==> config.mk <==
export PLATFORM = sky130hd
export DESIGN_NAME = task_1_in
export DESIGN_NICKNAME = d
export VERILOG_FILES = /design/src/rtl/task_1_pkg.sv /design/src/rtl/task_1_in_buf.sv /design/src/rtl/task_1_in.sv
export SDC_FILE = /design/constraint.sdc
export NUM_CORES = 1
export LEC_CHECK = 0
export BUFFER_PORTS_ARGS = -buffer_cell sky130_fd_sc_hd__buf_2
export CORE_ASPECT_RATIO = 0.8
export CORE_MARGIN = 2
export CORE_UTILIZATION = 56
export DETAILED_ROUTE_END_ITERATION = 8
export PLACE_DENSITY = 0.75
export SETUP_SLACK_MARGIN = 0.02
export SLEW_MARGIN = 20
export SYNTH_ARGS = -nofsm -noshare
export SYNTH_HDL_FRONTEND = slang
export SYNTH_SLANG_ARGS = --single-unit
==> constraint.sdc <==
create_clock -name i_clk -period 2.9 [get_ports i_clk]
set_clock_uncertainty 0.2 [all_clocks]
set_input_delay 0.58 -clock i_clk [delete_from_list [all_inputs] [get_ports i_clk]]
set_output_delay 0.58 -clock i_clk [all_outputs]
set_load 0.01 [all_outputs]
==> src/rtl/task_1_pkg.sv <==
// Shared constants and state encoding for the task 1 ingress/egress stages.
package task_1_pkg;

  localparam int unsigned T1_DATA_WIDTH = 8;
  localparam int unsigned T1_NUM_WORDS  = 81;
  localparam int unsigned T1_MAX_VALUE  = 9;

  function automatic int unsigned ptr_width(input int unsigned n);
    return (n > 1) ? $clog2(n) : 1;
  endfunction

  localparam int unsigned T1_PTR_W = ptr_width(T1_NUM_WORDS);

  typedef enum logic [1:0] {
    S_RECV   = 2'd0,
    S_DROP   = 2'd1,
    S_STREAM = 2'd2
  } t1_in_state_e;

endpackage

==> src/rtl/task_1_in_buf.sv <==
// Packet buffer for task_1_in: NUM_WORDS x DATA_WIDTH registers, one write port,
// combinational read port.
module task_1_in_buf
  import task_1_pkg::*;
#(
  parameter int unsigned DATA_WIDTH = T1_DATA_WIDTH,
  parameter int unsigned NUM_WORDS  = T1_NUM_WORDS,
  parameter int unsigned ADDR_W     = ptr_width(T1_NUM_WORDS)
) (
  input  logic                  i_clk,
  input  logic                  we,
  input  logic [ADDR_W-1:0]     waddr,
  input  logic [DATA_WIDTH-1:0] wdata,
  input  logic [ADDR_W-1:0]     raddr,
  output logic [DATA_WIDTH-1:0] rdata
);

  logic [DATA_WIDTH-1:0] mem [NUM_WORDS];

  always_ff @(posedge i_clk) begin
    if (we) mem[waddr] <= wdata;
  end

  assign rdata = mem[raddr];

endmodule

==> src/rtl/task_1_in.sv <==
// Task 1 ingress: buffers one NUM_WORDS request packet, checks its length and replays it
// to the core. Optional value-range check enabled by TASK_1_IN_RANGE_CHECK_EN.
module task_1_in
  import task_1_pkg::*;
#(
  parameter int unsigned DATA_WIDTH = T1_DATA_WIDTH,
  parameter int unsigned NUM_WORDS  = T1_NUM_WORDS,
  parameter int unsigned MAX_VALUE  = T1_MAX_VALUE
) (
  input  logic                  i_clk,
  input  logic                  i_rst,
  input  logic [DATA_WIDTH-1:0] i_tmanager_data,
  input  logic                  i_tmanager_valid,
  input  logic                  i_tmanager_last,
  output logic                  o_tmanager_ready,
  output logic [DATA_WIDTH-1:0] o_data,
  output logic                  o_data_valid,
  input  logic                  i_core_ready,
  output logic                  o_input_last,
  output logic                  o_busy,
  output logic                  o_len_error,
  output logic                  o_value_error,
  output logic [15:0]           o_packet_count
);

  localparam int unsigned      PTR_W    = ptr_width(NUM_WORDS);
  localparam logic [PTR_W:0]   N_FULL   = (PTR_W+1)'(NUM_WORDS);
  localparam logic [PTR_W-1:0] LAST_IDX = PTR_W'(NUM_WORDS - 1);

  t1_in_state_e     state_q, state_d;
  logic [PTR_W-1:0] wr_ptr_q, wr_ptr_d;
  logic [PTR_W-1:0] rd_ptr_q, rd_ptr_d;
  logic             len_err_q, len_err_d;
  logic [15:0]      cnt_q, cnt_d;
  logic [PTR_W:0]   n_words;
  logic             rx_fire;
  logic             rx_end_full;
  logic             bad_now;

  assign o_tmanager_ready = (state_q == S_RECV) || (state_q == S_DROP);
  assign o_data_valid     = (state_q == S_STREAM);
  assign o_busy           = (state_q == S_STREAM);
  assign o_input_last     = o_data_valid && (rd_ptr_q == LAST_IDX);
  assign o_len_error      = len_err_q;
  assign o_packet_count   = cnt_q;

  assign rx_fire     = i_tmanager_valid && o_tmanager_ready;
  assign n_words     = {1'b0, wr_ptr_q} + (PTR_W+1)'(1);
  assign rx_end_full = (state_q == S_RECV) && i_tmanager_valid && i_tmanager_last
                       && (n_words == N_FULL);

  task_1_in_buf #(
    .DATA_WIDTH (DATA_WIDTH),
    .NUM_WORDS  (NUM_WORDS),
    .ADDR_W     (PTR_W)
  ) u_buf (
    .i_clk (i_clk),
    .we    ((state_q == S_RECV) && i_tmanager_valid),
    .waddr (wr_ptr_q),
    .wdata (i_tmanager_data),
    .raddr (rd_ptr_q),
    .rdata (o_data)
  );

`ifdef TASK_1_IN_RANGE_CHECK_EN
  // Sticky flag covers every word of the current packet; the current beat is folded
  // in combinationally so a bad final word is still caught.
  logic bad_q, bad_d, val_err_q;

  assign bad_now = bad_q || (rx_fire && (i_tmanager_data > DATA_WIDTH'(MAX_VALUE)));

  always_comb begin
    bad_d = bad_now;
    if (rx_fire && i_tmanager_last) bad_d = 1'b0;
  end

  always_ff @(posedge i_clk or posedge i_rst) begin
    if (i_rst) begin
      bad_q     <= 1'b0;
      val_err_q <= 1'b0;
    end else begin
      bad_q     <= bad_d;
      val_err_q <= rx_end_full && bad_now;
    end
  end

  assign o_value_error = val_err_q;
`else
  assign bad_now       = 1'b0;
  assign o_value_error = 1'b0;
`endif

  always_comb begin
    state_d   = state_q;
    wr_ptr_d  = wr_ptr_q;
    rd_ptr_d  = rd_ptr_q;
    len_err_d = 1'b0;
    cnt_d     = cnt_q;
    case (state_q)
      S_RECV: begin
        if (i_tmanager_valid) begin
          if (i_tmanager_last) begin
            wr_ptr_d = '0;
            if (n_words == N_FULL) begin
              if (!bad_now) begin
                state_d  = S_STREAM;
                rd_ptr_d = '0;
              end
            end else begin
              len_err_d = 1'b1;
            end
          end else if (n_words == N_FULL) begin
            state_d  = S_DROP;
            wr_ptr_d = '0;
          end else begin
            wr_ptr_d = wr_ptr_q + PTR_W'(1);
          end
        end
      end
      S_DROP: begin
        if (i_tmanager_valid && i_tmanager_last) begin
          len_err_d = 1'b1;
          state_d   = S_RECV;
          wr_ptr_d  = '0;
        end
      end
      S_STREAM: begin
        if (i_core_ready) begin
          if (rd_ptr_q == LAST_IDX) begin
            state_d  = S_RECV;
            cnt_d    = cnt_q + 16'd1;
            wr_ptr_d = '0;
            rd_ptr_d = '0;
          end else begin
            rd_ptr_d = rd_ptr_q + PTR_W'(1);
          end
        end
      end
      default: begin
        state_d  = S_RECV;
        wr_ptr_d = '0;
        rd_ptr_d = '0;
      end
    endcase
  end

  always_ff @(posedge i_clk or posedge i_rst) begin
    if (i_rst) begin
      state_q   <= S_RECV;
      wr_ptr_q  <= '0;
      rd_ptr_q  <= '0;
      len_err_q <= 1'b0;
      cnt_q     <= '0;
    end else begin
      state_q   <= state_d;
      wr_ptr_q  <= wr_ptr_d;
      rd_ptr_q  <= rd_ptr_d;
      len_err_q <= len_err_d;
      cnt_q     <= cnt_d;
    end
  end

endmodule

Yosys cells after proc, flatten, opt, wreduce, memory -nomap -nowiden
Memory sizes are Yosys's and may differ from the RTL's.
Cells that the tools add are included.
{"block": "word_totals", "ff_bits": 33, "latchBits": 0, "ramBits": 648, "rom_bits": 0, "input_bits": 13, "out_inout_bits": 30, "word_cells": 58, "memories": 1}
{"block": "classes", "n_addsub": 4, "mul": 0, "div": 0, "magnitude_cmp": 0, "eq_ne": 10, "shifts": 0, "muxes": 28, "bitwise_logic": 1, "reduce_logical": 9}
{"name": "u_buf.mem", "depth": 81, "word_bits": 8, "read_ports": 1, "rd_ports_with_merged_regs": 0, "write_ports": 1, "line_no": "task_1_in_buf.sv:18", "source": "logic [DATA_WIDTH-1:0] mem [NUM_WORDS];"}
{"op": "$mux 7", "n": 11}
{"op": "$pmux 7 s3", "n": 2}
{"op": "$add 16x1->16 const B", "n": 1}
{"op": "$add 7x1->7 const B", "n": 2}
{"op": "$mux 2", "n": 7}
{"op": "$reduce_and 5->1", "n": 2}
{"op": "$add 7x1->8 const B", "n": 1}
{"op": "$eq 8x7->1 const B", "n": 1}
{"op": "$ne 2x1->1 const B", "n": 4}
{"op": "$eq 7x7->1 const B", "n": 1}
{"op": "$mux 1", "n": 6}
{"op": "$pmux 2 s3", "n": 1}
{"op": "$ne 2x2->1 const B", "n": 2}
{"op": "$reduce_and 4->1", "n": 1}
{"op": "$logic_and 1x1->1", "n": 3}
{"op": "$reduce_and 3->1", "n": 1}
{"op": "$eq 2x1->1 const B", "n": 1}
{"op": "$eq 2x2->1 const B", "n": 1}
{"op": "$logic_not 2->1", "n": 1}
{"op": "$pmux 1 s2", "n": 1}
{"op": "$logic_or 1x1->1", "n": 1}
{"op": "$not 1->1", "n": 1}

Longest topological paths before layout
Gate-level depths: netlist of run 1.
{"block": "depth", "depth_word": 6, "ltp_mapped": 12}

Cells and area by module
A second synthesis of run 1 with hierarchy kept.
{"block": "hier_totals", "hier_cells": 1375, "hier_area_um2": 27136.0}
{"module": "task_1_in_buf", "n_inst": 1, "cells_per_inst": 1189, "area_per_inst_um2": 25295.5}
{"module": "task_1_in", "n_inst": 1, "cells_per_inst": 186, "area_per_inst_um2": 1840.5}

Least setup slack after synthesis of run 1
OpenSTA, ideal clock, no wires.
{"block": "synth_timing", "path_kind": "flip-flop to output port", "from": "register rd_ptr_q[0]", "to": "output port o_data[1]", "arrival_ns": 2.068, "path_slack_ns": 0.052, "stages_incl_launch_ff": 10, "n_path_buf": 4, "cell_sequence": "dfrtp_1 -> buf_6 -> buf_6 -> buf_6 -> buf_6 -> mux4_2 -> mux2i_1 -> o21ai_0 -> o221ai_1 -> o311ai_1"}
{"block": "synth_via", "elab_chain_cells": 1}
{"item": "start: declaration", "line_no": "task_1_in.sv:32", "source": "logic [PTR_W-1:0] rd_ptr_q, rd_ptr_d;"}
{"item": "start signal: assignment", "line_no": "task_1_in.sv:157", "source": "rd_ptr_q <= rd_ptr_d;"}
{"item": "$mem_v2 81x8"}
{"item": "end: declaration", "line_no": "task_1_in.sv:16", "source": "output logic [DATA_WIDTH-1:0] o_data,"}
No other way between the ends.

Worst setup path after layout of run 1
{"block": "layout_timing", "from": "register rd_ptr_q[0]", "to": "output port o_data[0]"}
Same word-level chain as after synthesis.

==> metrics, run 1 <==
RSZ-0062 raised after global routing yes; Top FF cell, synth edfxtp_1; Layout Nets ~1700; mux cell area share after synthesis 0.142; Flop pwr share 0.400; CP endpoint kind primary output; number of global-route vias before repair between 15000 and 20000; Synth warnings 0; Final ANT Viol Nets 0; most frequent cells in the layout edfxtp_1 (648), buf_4 (195), nor2_1 (101); Final Util 0.679; Post-synth EDFFs 648; ant diodes 0; DRC errors left 0; Seq/Total Area, Yosys 0.744; commonest non-fill, non-tap cell in the layout edfxtp_1; setup tns final -8040 ps; Mapped Avg Cell Area between 15 and 20 um^2; Initial Util 0.566; Synth Area in XOR/XNOR 0.00546; Core Rows 72; top-area cell type share of the netlist area 0.714; Overflow after GRT 0; dpl cells 2244; Post-synth ARST share 0.0485; CTS tree yes; failing checks negative setup slack; Die X about 250 um; static leakage between 0.01 and 0.015 uW; min Tclk post-route approximately 3900 ps; VDD IR max 0.522 mV; worst hold path class in2reg; total core area about 0.048 mm^2; initial antenna violation count 0; clk slew on worst S/H paths ~60 ps; area grow syn2layout 20.0%; Final HPWL DP ~40000 um; largest family of logic cells by synthesized area multiplexers; DP Worst Slack -617 ps; first-iteration detailed-routing DRC count between 2000 and 2500; Final Non-Filler Cells 2386; Clock Latency Late Sink ~640 ps; sw power about 8100 uW; status complete, but fails checks; PwrDens 840 mW/mm^2; WP data required roughly 2100 ps; Post-Synth Simple-Gate Area 0.0440; wire per inst about 28 um; H-tree depth 2; DIE AREA 0.0505 mm^2; crit path DAT ~3100 ps; most area-hungry cell type in the Yosys netlist edfxtp_1; Final Max Tran Viols 0; FMAX 257 MHz; Synth area leaders edfxtp_1 (71%), mux4_2 (8.0%), mux2i_1 (3.4%); 1st-pass router iterations 5; Max-Cap Viols 0; gr usage total 0.262; critical setup path kind reg2out; layout cell share with drive strength beyond 1 0.338; routability cong. around 1; Slew HR 0.483; Num CTS Buffers between 60 and 70; I/O Pins 43; Die Ht between 200 and 250 um; Mapped Area 0.0273 mm^2; first-pass GRT wire length between 90000 and 100000 um; Logic pwr share 0.322; Clock Power Share 0.278; Compound-Gate Fraction of Synth Area 0.0406; Final Hold Fails 0; CTS Buffer Depth 3; Post-Synthesis Cells between 1000 and 1500; crit share post-route 1.34; Internal ~19000 uW; post-route setup slack -990 ps; Setup-failing EPs final 9; Root Buffer clkbuf_16; Port Buffers 41; Sw Share 0.295; vias between 15000 and 20000; Synth Area in Adders 0.00229; worst slew pin tran just under 800 ps; Vias/cell roughly 6.4; final WL between 60000 and 70000 um; Synthesized Nets roughly 1500; Yosys reg bits approximately 680; Sink Count roughly 680; pin count of the biggest net entering global routing 82; CP max FO 7; Startpoint Class flip-flop; Yosys cell types between 50 and 60
power groups by stage:
stage	sequential (uW)	combinational, uW	clock [uW]
floorplan	11100	4320	0
global placement	11200	6730	0
detailed placement	11200	6800	0
CTS	11000	8260	7710
global route	11000	9210	8090
finish	11000	8850	7640
worst max-delay path: stages, from the launching register on:
cell	delay, ps
dfrtp_4	550
buf_12	170
or3_4	360
buf_12	170
o22ai_4	230
a2111oi_4	90
or4_4	620
o311ai_4	100
buf_2	190
flip-flops by register name, summed over array words and instances (netlist names):
| signal | cells |
|---|---|
| rd_ptr_q | 7 |
| o_packet_count | 16 |
| state_q | 2 |
| wr_ptr_q | 7 |
| u_buf.mem | 648 |
| o_len_error | 1 |
worst paths after layout:
check | from | end | slack [ps] | cells after the start
min | i_core_ready | o_packet_count[2] | 80 | 3
max reg2reg | rd_ptr_q[0] | o_packet_count[4] | 60 | 12
max | rd_ptr_q[0] | o_data[0] | -990 | 8
min reg2reg | o_packet_count[15] | o_packet_count[15] | 280 | 1
min in group asynchronous | i_rst | o_packet_count[15] | 410 | 4
max in group asynchronous | i_rst | rd_ptr_q[0] | 1710 | 4
stage by stage:
| step | hold slack [ps] | area [um^2] | total power (uW) |
|---|---|---|---|
| after floorplan | 288 | 27300 | 15500 |
| after global placement | 257 | 29600 | 17900 |
| after detailed placement | 262 | 29600 | 18000 |
| after CTS | 50.2 | 32400 | 27000 |
| after global routing | 108 | 32700 | 28300 |
| final | 76.3 | 32700 | 27500 |
area by class of cell:
| type | instances | area [um^2] |
|---|---|---|
| Clock buffer | 83 | 1620 |
| Multi-Input combinational cell | 662 | 7160 |
| Timing Repair Buffer | 288 | 2580 |
| Sequential cell | 681 | 20300 |
| Tap cell | 629 | 787 |
| Clock inverter | 31 | 228 |
| Inverter | 12 | 47.5 |
| Fill cell | 2916 | 15500 |
synthesized netlist by cell type (5+ instances only):
cell / instances
nor2b_1: 16
a221oi_1: 8
o221ai_1: 34
buf_4: 9
dfrtp_1: 33
ha_1: 5
mux2_2: 34
nand3_1: 22
mux4_1: 15
o22ai_1: 16
a22o_1: 10
xor2_1: 8
inv_1: 10
and3_1: 6
a221o_1: 8
and2_1: 7
nand4_1: 7
o21ai_0: 9
nor2_1: 102
or4_1: 8
mux4_2: 97
o31ai_1: 9
edfxtp_1: 648
nor3_1: 23
o21ai_1: 8
clkbuf_1: 23
o311ai_1: 8
buf_1: 6
a2111oi_0: 8
a21oi_1: 12
buf_6: 15
buf_2: 22
nand2_1: 47
mux2i_1: 92
a22oi_1: 8
xnor2_1: 9
kinds of logic after synthesis:
group                      after synthesis
AOI/OAI and AO/OA                      146
DFF                                    681
adders and majority gates                5
buffers and inverters                   92
other                                    1
xor gates and xnor gates                17
and+or+nand+nor                        255
muxes                                  238
layer usage:
metal	GRT usage	wire, um
met3	0.0596	7490
met1	0.394	26800
met5	0	0
met2	0.385	29900
met4	0.0843	2050
timing repair:
item                                    CTS  global route
hold buffers                              1             0
resized for setup                       122            57
cloned                                    4             3
pin swaps                                16            20
endpoints found under the setup margin    9            25
setup buffers                            18             3
hold endpoints to repair                 33             0
Power figures use the tool's default switching activity.
==> inputs of run 2 (changes only) <==
--- a/config.mk
+++ b/config.mk
@@ -11,7 +11,7 @@
 export CORE_UTILIZATION = 56
 export DETAILED_ROUTE_END_ITERATION = 8
 export PLACE_DENSITY = 0.75
-export SETUP_SLACK_MARGIN = 0.02
+export SETUP_SLACK_MARGIN = 0.5
 export SLEW_MARGIN = 20
 export SYNTH_ARGS = -nofsm -noshare
 export SYNTH_HDL_FRONTEND = slang
==> run 2 against run 1 <==
Compared with the run above:
- the run still ends with negative setup slack left
- clock power grew 8.4%
- first-iteration DRC count fell by 8.4%
- clock-buffer cell count is the same
- worst setup slack improved by 18 ps
- sequential cell count did not move
- critical path depth rose by 1
- sequential share of layout area increased by 0.40 points
- design area decreased by 0.62%
- utilization fell by 0.42 points
- largest cell class unchanged
- highest routed layer unchanged
==> metrics, run 2 (synthesis results as in run 1) <==
Max-Cap Viols 0 (unchanged); layout cell share with drive strength beyond 1 0.345 (was 0.338); 1st-pass router iterations 6 (was 5); routability cong. 0.970 (was 1.00); critical setup path kind reg2out (unchanged); post-route design area 0.0325 mm^2 (was 0.0327 mm^2); Sw Share 0.288 (was 0.295); FMAX 258 MHz (was 257 MHz); number of global-route vias before repair 15083 (was 15023); post-route setup slack -972 ps (was -990 ps); initial antenna violation count 0 (unchanged); Internal 19400 uW (about the same); Final Hold Slack 18.3 ps (was 76.3 ps); Overflow after GRT 0 (unchanged); Largest Register u_buf.mem (unchanged); min Tclk post-route 3870 ps (was 3890 ps); Layout Nets 1713 (was 1724); WP data required 2120 ps (about the same); DRC errors left 0 (unchanged); wire per inst 27.2 um (was 27.8 um); Vias/cell 6.37 (was 6.43); final WL 64700 um (was 66300 um); Buffers & Inverters on Critical Path 5 (was 3); CP cell instances buf_8 > buf_12 > buf_4 > buf_12 > mux4_2 > a221oi_2 > a22o_1 > o311ai_2 > buf_4 (was buf_12 > or3_4 > buf_12 > o22ai_4 > a2111oi_4 > or4_4 > o311ai_4 > buf_2); PwrDens 838 mW/mm^2 (was 840 mW/mm^2); CTS tree yes (unchanged); Logic pwr share 0.293 (was 0.322); static leakage 0.0110 uW (about the same); flop-to-flop setup slack 220 ps (was 60 ps); pin count of the biggest net entering global routing 82 (unchanged); area grow syn2layout 19.3% (was 20.0%); Port Buffers 41 (unchanged); most frequent cells in the layout edfxtp_1 (648), buf_4 (202), mux4_2 (97) (was edfxtp_1 (648), buf_4 (195), nor2_1 (101)); Final Max Tran Viols 0 (unchanged); Slew HR 0.336 (was 0.483); failing checks negative setup slack (unchanged); max FFs per register 648 (unchanged); reg2reg start rd_ptr_q[0] (unchanged); ant diodes 0 (unchanged); Die X 251 um (unchanged); CP endpoint kind primary output (unchanged); Root Buffer clkbuf_16 (unchanged); Clock Latency Late Sink 600 ps (was 640 ps); status complete, but fails checks (unchanged); RSZ-0062 raised after global routing yes (unchanged); Num CTS Buffers 66 (was 61); Sink Count 681 (unchanged); Final Power 27300 uW (was 27500 uW); worst hold path class in2async (was in2reg); area post-placement 0.0296 mm^2 (about the same); Startpoint Class flip-flop (unchanged); Flop pwr share 0.403 (was 0.400); CP peak stage delay 540 ps (was 620 ps); sw power 7840 uW (was 8100 uW); DIE AREA 0.0505 mm^2 (unchanged); CTS Buffer Depth 3 (unchanged); worst slew pin tran 995 ps (was 775 ps); first-pass GRT wire length 96000 um (was 97300 um); Final ANT Viol Nets 0 (unchanged); Die Ht 201 um (unchanged); crit path DAT 3090 ps (was 3110 ps); critical path's top delay family buffers and inverters (was simple AND/OR/NAND/NOR gates); Setup-failing EPs final 9 (unchanged); CP max FO 6 (was 7); cell count of the worst reg-to-reg path 12 (unchanged); Final HPWL DP 39500 um (was 39900 um); Fillers 3022 (was 2916); I/O Pins 43 (unchanged); first-iteration detailed-routing DRC count 1987 (was 2169); worst r2r dst o_packet_count[13] (was o_packet_count[4]); clk slew on worst S/H paths 60 ps (about the same); Worst path slowest cell mux4_2 (was or4_4); H-tree depth 3 (was 2); Clock Power Share 0.304 (was 0.278); vias 15118 (was 15340); total core area 0.0482 mm^2 (unchanged); Initial Util 0.566 (unchanged); gr usage total 0.259 (was 0.262); Core Rows 72 (unchanged); crit share post-route 1.34 (about the same); Final Hold Fails 0 (unchanged); commonest non-fill, non-tap cell in the layout edfxtp_1 (unchanged); VDD IR max 0.398 mV (was 0.522 mV)
-- run 2: cell types whose count changed in the layout (fill, tap and decap cells not counted), sizes merged --
cell,previous run,this run
buf,284,271
clkinv,23,28
clkbuf,86,84
dlygate4sd3,1,0
clkinvlp,4,2
-- run 2: how the worst max path moves through the flow --
stage,from,end,cells after the start,slack (ps)
floorplan,rd_ptr_q[0],o_data[1],9,130
global placement,rd_ptr_q[0],o_data[6],8,-430
detailed placement,rd_ptr_q[0],o_data[5],8,-540
CTS,rd_ptr_q[0],o_data[4],8,-940
global route,rd_ptr_q[0],o_data[4],10,-1010
finish,rd_ptr_q[0],o_data[5],9,-970
-- run 2: area by class of cell --
type / instances / area, um^2 / share of cell area
clock buffer: 83 / 1820 / 0.0560
clock inverter: 34 / 243 / 0.00746
inverter: 12 / 45.0 / 0.00139
multi-input combinational: 662 / 7040 / 0.217
sequential: 681 / 20300 / 0.624
tap: 629 / 787 / 0.0242
timing repair buffer: 272 / 2280 / 0.0701
-- run 2: layer usage --
metal / up-vias / wire, um / global-route usage
met3: 128 / 7280 / 0.0792
met5: - / 0 / 0
met4: 0 / 1450 / 0.0691
li1: 6387 / - / -
met1: 7691 / 26500 / 0.377
met2: 912 / 29400 / 0.385
-- run 2: metrics by stage --
stage / util / std cells / setup TNS (ps) / worst slack [ps]
4_1_cts: 0.668 / 2369 / -7710 / -942
3_5_place_dp: 0.615 / 2244 / -3370 / -535
6_report: 0.675 / 2373 / -7780 / -972
3_3_place_gp: 0.615 / 2244 / -2990 / -433
2_1_floorplan: - / 1435 / 0 / 130
5_1_grt: 0.675 / 2373 / -8270 / -1010
-- run 2: worst reg2reg max path: stages, from the launching register on --
cell and delay (ps):
dfrtp_4 550, buf_8 180, buf_16 170, inv_2 60
buf_4 130, ha_1 140, and4b_2 240, buf_4 130
nand4_1 140, buf_6 170, nor3_4 140, and3_4 210
xor2_1 130
-- run 2: power by group through the flow --
stage | Combinational (uW) | Clock [uW] | Sequential [uW]
2_1_floorplan | 4430 | 0 | 11100
3_3_place_gp | 6830 | 0 | 11200
3_5_place_dp | 6920 | 0 | 11200
4_1_cts | 7480 | 8370 | 11000
5_1_grt | 8340 | 8750 | 11000
6_report | 7980 | 8280 | 11000
-- run 2: timing repair --
action	4_1_cts	5_1_grt
setup buffers	7	3
gates cloned	1	1
resized for setup	98	58
setup endpoints to repair	115	208
pin swaps	15	7
hold endpoints to repair	0	0
hold buffers	0	0
==> inputs of run 3 (changes only) <==
--- a/config.mk
+++ b/config.mk
@@ -9,7 +9,9 @@
 export CORE_ASPECT_RATIO = 0.8
 export CORE_MARGIN = 2
 export CORE_UTILIZATION = 56
+export CTS_CLUSTER_DIAMETER = 80
 export DETAILED_ROUTE_END_ITERATION = 8
+export HOLD_SLACK_MARGIN = 0.12
 export PLACE_DENSITY = 0.75
 export SETUP_SLACK_MARGIN = 0.5
 export SLEW_MARGIN = 20
==> run 3 against run 2 <==
Compared with the run above:
- the flow still finishes with violations (negative setup slack)
- global-route usage unchanged
- combinational power about the same
- worst hold slack improved by 230 ps
- critical endpoint unchanged
- die area stayed put
==> metrics, run 3 (synthesis results as in run 1) <==
status complete, but fails checks (unchanged); failing checks negative setup slack (unchanged); clk slew on worst S/H paths 60 ps (about the same); Layout Nets 1715 (was 1713); Final Non-Filler Cells 2375 (was 2373); H-tree depth 3 (unchanged); crit share post-route 1.34 (about the same); worst hold path class in2reg (was in2async); vias 15150 (was 15118); CTS Buffer Depth 3 (unchanged); commonest non-fill, non-tap cell in the layout edfxtp_1 (unchanged); Root Buffer clkbuf_16 (unchanged); Die X 251 um (unchanged); first-pass GRT wire length 96000 um (about the same); Vias/cell 6.38 (was 6.37); Startpoint Class flip-flop (unchanged); met3 wire len 7330 um (was 7280 um); Final Power 27300 uW (about the same); DRT met1 WL 26600 um (was 26500 um); VDD IR max 0.398 mV (about the same); Num CTS Buffers 66 (unchanged); routability cong. 0.970 (unchanged); post-route setup slack -976 ps (was -972 ps); CP max FO 6 (unchanged); Overflow after GRT 0 (unchanged); gr usage total 0.259 (unchanged); Final ANT Viol Nets 0 (unchanged); area grow syn2layout 19.3% (about the same); DIE AREA 0.0505 mm^2 (unchanged); Core Rows 72 (unchanged); Die Ht 201 um (unchanged); Final Hold Fails 0 (unchanged); wire per inst 27.3 um (was 27.2 um); min Tclk post-route 3880 ps (was 3870 ps); FMAX 258 MHz (about the same); Top Layer Used met4 (unchanged); dpl cells 2244 (unchanged); met2 wire length 29600 um (was 29400 um); worst slew pin tran 1000 ps (was 995 ps); CP cell instances buf_8 > buf_12 > buf_4 > buf_12 > mux4_2 > a221oi_2 > a22o_1 > o311ai_2 > buf_4 (unchanged); CP peak stage delay 540 ps (about the same); number of global-route vias before repair 15092 (was 15083); Max-Cap Viols 0 (unchanged); static leakage 0.0110 uW (about the same); Sink Count 681 (unchanged); critical setup path kind reg2out (unchanged); PwrDens 838 mW/mm^2 (about the same); Worst path slowest cell mux4_2 (unchanged); crit path DAT 3100 ps (was 3090 ps); critical path's top delay family buffers and inverters (unchanged); Largest Register u_buf.mem (unchanged); final WL 64900 um (was 64700 um); Port Buffers 41 (unchanged); most frequent cells in the layout edfxtp_1 (648), buf_4 (202), mux4_2 (97) (unchanged); ant diodes 0 (unchanged); DRC errors left 0 (unchanged); pin count of the biggest net entering global routing 82 (unchanged); max FFs per register 648 (unchanged); layout cell share with drive strength beyond 1 0.345 (about the same); Final Max Tran Viols 0 (unchanged); first-iteration detailed-routing DRC count 2037 (was 1987); Setup-failing EPs final 9 (unchanged); Slew HR 0.332 (was 0.336); RSZ-0062 raised after global routing yes (unchanged); Buffers & Inverters on Critical Path 5 (unchanged); total core area 0.0482 mm^2 (unchanged); Clock Latency Late Sink 590 ps (was 600 ps); 1st-pass router iterations 6 (unchanged); Final HPWL DP 39500 um (unchanged); CTS tree yes (unchanged); CP endpoint kind primary output (unchanged); WP data required 2120 ps (about the same); initial antenna violation count 0 (unchanged); Initial Util 0.566 (unchanged); I/O Pins 43 (unchanged); DP Worst Slack -535 ps (unchanged)
run 3: path summary, 6_finish.rpt:
kind	start	to	slack (ps)	cells after the start
worst max-delay path	rd_ptr_q[0]	o_data[5]	-980	9
worst min-delay path	i_tmanager_last	o_len_error	250	3
worst max register to register	rd_ptr_q[0]	o_packet_count[13]	220	12
worst min register to register	o_packet_count[15]	o_packet_count[15]	270	1
max in group asynchronous	i_rst	rd_ptr_q[0]	1210	3
min in group asynchronous	i_rst	o_packet_count[8]	570	3
run 3: cell type report:
class / instances / area, um^2
sequential: 681 / 20300
fill: 3020 / 15700
multi-input combinational: 662 / 7040
timing repair buffer: 274 / 2300
clock buffer: 83 / 1820
tap: 629 / 787
clock inverter: 34 / 243
inverter: 12 / 45.0
run 3: worst reg2reg max path, cell delays in order (launching register included):
cell     delay (ps)
dfrtp_4         540
buf_8           180
buf_16          170
inv_2            60
buf_4           120
ha_1            140
and4b_2         240
buf_4           130
nand4_1         140
buf_6           170
nor3_4          150
and3_4          210
xor2_1          130
run 3: per-stage QoR:
| stage | instance area [um^2] | utilization | hold WS [ps] | setup TNS (ps) |
|---|---|---|---|---|
| finish | 32500 | 0.675 | 253 | -7770 |
| detailed placement | 29600 | 0.615 | 261 | -3370 |
| global placement | 29600 | 0.615 | 257 | -2990 |
| floorplan | 27400 | - | 288 | 0 |
| global route | 32500 | 0.675 | 236 | -8270 |
| CTS | 32200 | 0.669 | 178 | -7710 |
run 3: power breakdown:
part / leakage [uW] / internal, uW / total [uW] / switching [uW]
clock network: 0.00102 / 4720 / 8280 / 3560
logic: 0.00369 / 3810 / 7990 / 4180
registers: 0.00626 / 10900 / 11000 / 109
total: 0.0110 / 19400 / 27300 / 7850
run 3: routing by layer:
| layer | GRT usage | vias to the layer above |
|---|---|---|
| li1 | - | 6391 |
| met1 | 0.377 | 7750 |
| met2 | 0.386 | 889 |
| met3 | 0.0794 | 120 |
| met4 | 0.0691 | 0 |
| met5 | 0 | - |
run 3: repair_timing:
| item | CTS | global route |
|---|---|---|
| resized for setup | 98 | 58 |
| hold buffers | 2 | 0 |
| buffers inserted | 7 | 3 |
| pin swaps | 15 | 7 |
| setup endpoints to repair | 115 | 208 |
| hold endpoints to repair | 22 | 0 |
| cloned | 1 | 1 |
